**config.mk**
```make
export PLATFORM = sky130hd
export DESIGN_NAME = debug_slave_resp
export DESIGN_NICKNAME = d
export VERILOG_FILES = /design/src/rtl/debug_slave_resp.sv
export SDC_FILE = /design/constraint.sdc
export NUM_CORES = 2
export LEC_CHECK = 0
export ABC_AREA = 0
export BUFFER_PORTS_ARGS = -buffer_cell sky130_fd_sc_hd__buf_2
export CAP_MARGIN = 20
export CORE_ASPECT_RATIO = 0.75
export CORE_MARGIN = 2
export CORE_UTILIZATION = 50
export CTS_BUF_LIST = sky130_fd_sc_hd__clkbuf_4 sky130_fd_sc_hd__clkbuf_8 sky130_fd_sc_hd__clkbuf_16
export DETAILED_ROUTE_END_ITERATION = 10
export GPL_ROUTABILITY_DRIVEN = 0
export PLACE_DENSITY = 0.67
export SYNTH_ARGS = -nofsm -noshare
export SYNTH_HDL_FRONTEND = slang
export SYNTH_SLANG_ARGS = --single-unit
export TNS_END_PERCENT = 30
```
**constraint.sdc**
```tcl
create_clock -name clk_i -period 54.2 [get_ports clk_i]
set_input_delay 13.55 -clock clk_i [delete_from_list [all_inputs] [get_ports clk_i]]
set_output_delay 13.55 -clock clk_i [all_outputs]
set_load 0.02 [all_outputs]
```
**src/rtl/debug_slave_resp.sv**
```systemverilog
// Debug-port slave: CTRL/STATUS/scratch register file with fixed read latency and one outstanding transaction.
// Optional build macro DEBUG_RESP_PARITY_EN: even parity on bit 64 of write data and read data.
module debug_slave_resp #(
  parameter int unsigned ADDR_WIDTH = 15,
  parameter int unsigned RD_LATENCY = 1
) (
  input  logic                  clk_i,
  input  logic                  rst_i,
  input  logic                  req_i,
  output logic                  gnt_o,
  input  logic [ADDR_WIDTH-1:0] addr_i,
  input  logic                  we_i,
  input  logic [64:0]           wdata_i,
  output logic                  rvalid_o,
  output logic [64:0]           rdata_o,
  input  logic                  halted_i,
  output logic                  halt_req_o,
  output logic                  resume_req_o
);

  typedef enum logic [1:0] {IDLE, WAIT, RESP} state_t;

  localparam logic [1:0] LAT_M1 = 2'(RD_LATENCY - 1);

  state_t      state_q, state_d;
  logic [1:0]  cnt_q, cnt_d;
  logic [3:0]  idx;
  logic        oor;
  logic        par_ok;
  logic        par_set;
  logic        wr_ok;
  logic        halt_q;
  logic        resume_q;
  logic        addr_err_q;
  logic        par_err_q;
  logic [64:0] scratch_q [2:15];
  logic [64:0] rd_val;
  logic [64:0] resp_d, resp_q;

  assign idx = addr_i[6:3];
  assign oor = (addr_i >> 7) != '0;

`ifdef DEBUG_RESP_PARITY_EN
  assign par_ok  = (^wdata_i[63:0]) == wdata_i[64];
  assign par_set = gnt_o & we_i & ~par_ok;
`else
  assign par_ok  = 1'b1;
  assign par_set = 1'b0;
`endif

  assign gnt_o        = req_i & ~rst_i & ((state_q == IDLE) | (state_q == RESP));
  assign wr_ok        = gnt_o & we_i & ~oor & par_ok;
  assign rvalid_o     = (state_q == RESP);
  assign rdata_o      = rvalid_o ? resp_q : '0;
  assign halt_req_o   = halt_q;
  assign resume_req_o = resume_q;

  always_comb begin
    rd_val = '0;
    case (idx)
      4'd0: rd_val[0] = halt_q;
      4'd1: begin
        rd_val[0] = halted_i;
        rd_val[1] = addr_err_q;
        rd_val[2] = par_err_q;
      end
      default: rd_val = scratch_q[idx];
    endcase
  end

  // Writes and out-of-range reads answer with zero; parity is fixed up at capture time.
  always_comb begin
    resp_d = (we_i | oor) ? '0 : rd_val;
`ifdef DEBUG_RESP_PARITY_EN
    resp_d[64] = ^resp_d[63:0];
`endif
  end

  always_ff @(posedge clk_i or posedge rst_i) begin
    if (rst_i) begin
      halt_q     <= 1'b0;
      resume_q   <= 1'b0;
      addr_err_q <= 1'b0;
      par_err_q  <= 1'b0;
      resp_q     <= '0;
      for (int unsigned i = 2; i < 16; i++) scratch_q[i] <= '0;
    end else begin
      resume_q <= wr_ok & (idx == 4'd0) & wdata_i[1];
      if (wr_ok && idx == 4'd0) halt_q <= wdata_i[0];
      // Sticky set has priority over the W1C clear.
      addr_err_q <= (gnt_o & oor) | (addr_err_q & ~(wr_ok & (idx == 4'd1) & wdata_i[1]));
      par_err_q  <= par_set | (par_err_q & ~(wr_ok & (idx == 4'd1) & wdata_i[2]));
      if (wr_ok && idx >= 4'd2) scratch_q[idx] <= wdata_i;
      if (gnt_o) resp_q <= resp_d;
    end
  end

  always_ff @(posedge clk_i or posedge rst_i) begin
    if (rst_i) begin
      state_q <= IDLE;
      cnt_q   <= '0;
    end else begin
      state_q <= state_d;
      cnt_q   <= cnt_d;
    end
  end

  always_comb begin
    state_d = state_q;
    cnt_d   = cnt_q;
    case (state_q)
      IDLE, RESP: begin
        if (gnt_o) begin
          cnt_d   = LAT_M1;
          state_d = (LAT_M1 == 2'd0) ? RESP : WAIT;
        end else begin
          cnt_d   = '0;
          state_d = IDLE;
        end
      end
      WAIT: begin
        cnt_d = cnt_q - 2'd1;
        if (cnt_q == 2'd1) state_d = RESP;
      end
      default: begin
        state_d = IDLE;
        cnt_d   = '0;
      end
    endcase
  end

endmodule

```
# Word level (Yosys, flattened, before mapping)
# Index checks and enable logic that the tools add are counted.
[op_classes]
n_lt_le_gt_ge = 3
add_sub_neg = 1
n_mux = 15
n_reduce_logical = 8
bitwise = 20
n_eq_ne = 5
[ops]
columns = ["cell", "count"]
rows = [
  ["$bwmux 910", 1],
  ["$mux 65", 5],
  ["$bmux 65 s4", 1],
  ["$demux 65 s4", 1],
  ["$mux 62", 1],
  ["$reduce_bool 15->1", 1],
  ["$and 1x1->1", 12],
  ["$pmux 2 s2", 2],
  ["$mux 2", 3],
  ["$ge 5x5->1 const B", 1],
  ["$lt 5x1->1 const B", 1],
  ["$not 4->5", 1],
  ["$eq 2x1->1 const B", 2],
  ["$eq 4x1->1 const B", 1],
  ["$ge 4x2->1 const B", 1],
  ["$logic_not 4->1", 1],
  ["$not 1->1", 4],
  ["$reduce_or 2->1", 2],
  ["$logic_and 1x1->1", 3],
  ["$or 1x1->1", 3],
  ["$eq 2x2->1 const B", 1],
  ["$logic_not 2->1", 1],
  ["$ne 2x2->1 const B", 1],
  ["$pmux 1 s2", 1],
  ["$sub 2x1->2 const B", 1],
]
[totals]
wordCells = 73
in_bits = 85
output_inout_bits = 69
regBits = 983

# Longest topological paths before layout
[logic_depth]
ltp_word = 10
ltp_mapped = 9

# Worst setup path after synthesis
# No wires, ideal clock.
[synth_timing]
kind = "input to output"
startpoint = "input port rst_i"
endpoint = "output port gnt_o"
stages = 3
path_slack_ps = 1633
arrival_time_ps = 39017
path_cell_list = "inv_1 > nand2_1 > inv_1"
[synth_via]
elab_chain_cells = 3
[synth_rtl]
columns = ["element", "line", "source"]
rows = [
  ["start, declared", "8", "input logic rst_i,"],
  ["$not 1->1", "51", "assign gnt_o = req_i & ~rst_i & ((state_q == IDLE) | (state_q == RESP));"],
  ["$and 1x1->1 (2 in series)", "51", ""],
  ["end, declared", "10", "output logic gnt_o,"],
]
# No other way between the ends.

# Worst setup path in the final report
# Ends and elaborated chain as after synthesis.

==> flow_summary.yaml <==
outcome:
  status: "finished, final reports clean"
global_routing:
  antenna_found_initial: 15
  grt_pass1_vias: 28600
  grt_max_degree: 177
  track_usage_pct: 25.5
  gr-total-overflow: 0
  grt_pass1_wl_mm: 177
synthesis:
  yosysMostFrequentCell: "dfrtp_1"
  syn_avg_cell_area_um2: 14.0
  synth-main-ff-cell: "dfrtp_1"
  async_flop_share_pct: 100
  synth_top_cells_by_count: "980 x dfrtp_1, 758 x mux2_2, 318 x mux2i_1"
  synth_seq_area_share_pct: 55.4
  syn_nets: 3253
  synth_edf_count: 0
  ys_ff_latch: 980
  netlist.area_leader.share_pct: 55.4
  synthCells: 3168
  yosysTopAreaCell: "dfrtp_1"
  synthDistinctLibCells: 44
  netlist_area_um2: 44300
  synth_area_leaders: "dfrtp_1 55%, mux2_2 19%, mux2i_1 7.2%"
  yosysWarnings: 0
clock_network:
  clock_path_buffers: 3
  post_cts_buffers: 0
  clock_sinks: 980
  htree_num_levels: 3
  insertion_delay_ps: 660
  cts-buffers-inserted: 96
  cts_root_buf: "clkbuf_16"
  path_clk_slew_ps: 60
  cts_hold_buf: 0
  post_cts_resize_count: 0
  cts_tree: "built"
detailed_routing:
  wire_per_inst_um: 26.0
  viasPerCell: 6.03
  routed_wl_mm: 115
  drtIter0Drc: 1809
  route.detailed.drc: 0
  num_vias: 26600
  ant_nets: 0
  drt-pass1-iter-count: 5
setup_path:
  critical_path_class: "in -> out"
  start_kind: "input port"
  worstPathRequired_ps: 40650
  crit_arrival_ps: 14880
  reg2reg_slack_ps: 52250
  path_max_fanout: 111
  crit_path_end_kind: "output pin"
sta:
  fin_crit_ps: 28430
  fin_crit_sh_pct: 52.5
  fmax_ghz: 0.0352
  hold_violations: 0
  setup_viol: 0
  fin_skew_ps: 19.2
  slew_violations: 0
  setup_ws_ps: 25770
  maxSlewHeadroom_pct: 22.9
  rsz0062_at_grt: "no"
  fin_tns_setup_ps: 0
  worst_slew_pin_slew_ps: 1160
cells_and_area:
  multi_input_area_um2: 18300
  fillCellCount: 6915
  syn_to_final_growth_pct: 10.3
  nets: 3272
  seq_area_um2: 24500
  drive_gt1_share_pct: 37.2
  layoutNonFillerInstCount: 4418
power:
  cellLeakagePower_nw: 24.4
  max-vdd-ir-drop_mv: 0.0236
  powerDensity_nw_per_um2: 30.0
place:
  placedCellCount: 4238
  pre_cts_ws_ps: 25690
  io_buffers: 150
  hpwl_mm: 60.6
run:
  cap_violations: 0
floorplanning:
  core-area_um2: 87700
  dieArea_um2: 91000
  die_height_um: 262
  io_pins: 154
  initial_core_util_pct: 50.5
  rows: 94
  die_x_um: 348
worst_hold_path:
  worstHoldPathType: "reg -> reg"
## registers in the layout (all words and copies together), names as in the netlist
signal        cells
scratch_q       910
resp_q           65
addr_err_q        1
halt_req_o        1
par_err_q         1
resume_req_o      1
state_q           1
## critical path, stage by stage
cell	delay (ps)
buf_2	130
inv_8	510
nand2_4	190
inv_1	250
buf_2	210
## power by group
part / internal [W] / switching (W)
Combinational: 0.0000134 / 0.0000465
Clock: 0.000386 / 0.000287
Sequential: 0.000732 / 0.000000450
Total: 0.00113 / 0.000334
## per-layer routing
layer  global-route usage (%)  share of wire, %  vias to the layer above
li1                         -                 -                    11500
met1                     34.3                44                    14200
met2                     42.4                48                      613
met3                     4.53               4.8                      233
met4                     7.79               2.8                       18
met5                        0              0.10                        -
## placed cells by master (no fill, tap or decap), types with 18 or more instances in the layout
| master | Yosys | routed |
|---|---|---|
| mux4_2 | 45 | 45 |
| mux2_2 | 758 | 758 |
| buf_2 | 82 | 148 |
| o221ai_1 | 23 | 23 |
| nor2_1 | 46 | 46 |
| clkbuf_8 | 0 | 26 |
| clkinv_2 | 0 | 18 |
| nor4_1 | 21 | 18 |
| clkbuf_4 | 0 | 18 |
| mux2_1 | 177 | 177 |
| mux2i_1 | 318 | 318 |
| o22ai_1 | 101 | 101 |
| o21ai_1 | 53 | 53 |
| and2_1 | 67 | 67 |
| clkbuf_16 | 0 | 98 |
| a211oi_1 | 45 | 45 |
| o22a_1 | 24 | 24 |
| nand2_1 | 136 | 133 |
| a22oi_1 | 25 | 25 |
| buf_4 | 47 | 52 |
| dfrtp_1 | 980 | 979 |
## cell families (layout without fill, tap and decap cells)
logic type,after synthesis,count (layout),synth area share [%]
muxes,1298,1298,33.3
DFF,980,980,55.4
and+or+nand+nor,306,306,3.42
AOI/OAI and AO/OA,292,292,4.41
buffers and inverters,292,386,3.53
other,0,4,0
## final timing paths
check	startpoint	to	depth (start not counted)
setup / recovery	rst_i	gnt_o	5
hold / removal	resp_q[55]	resp_q[55]	2
setup reg to reg	scratch_q[127]	resp_q[62]	5
hold reg to reg	resp_q[55]	resp_q[55]	2
max in group asynchronous	rst_i	scratch_q[623]	6
min in group asynchronous	rst_i	scratch_q[329]	2
## area by class of cell
| type | count | share of cell area (%) |
|---|---|---|
| Sequential cell | 980 | 50.2 |
| Clock buffer | 142 | 6.03 |
| Tap cell | 1152 | 2.95 |
| Timing Repair Buffer | 208 | 2.66 |
| Inverter | 5 | 0.0538 |
| Multi-Input combinational cell | 1896 | 37.5 |
| Clock inverter | 31 | 0.505 |
| Antenna cell | 4 | 0.0205 |
## metrics by stage
| step | utilization [%] | total power, W | hold slack (ps) | instance area [um^2] |
|---|---|---|---|---|
| 5_1_grt | 55.6 | 0.00151 | 492 | 48800 |
| 4_1_cts | 55.5 | 0.00148 | 480 | 48700 |
| 2_1_floorplan | - | 0.000784 | 442 | 44300 |
| 3_5_place_dp | 51.9 | 0.000806 | 466 | 45500 |
| 3_3_place_gp | 51.9 | 0.000804 | 462 | 45500 |
| 6_report | 55.7 | 0.00147 | 473 | 48800 |
(Power assumes the default switching activity.)
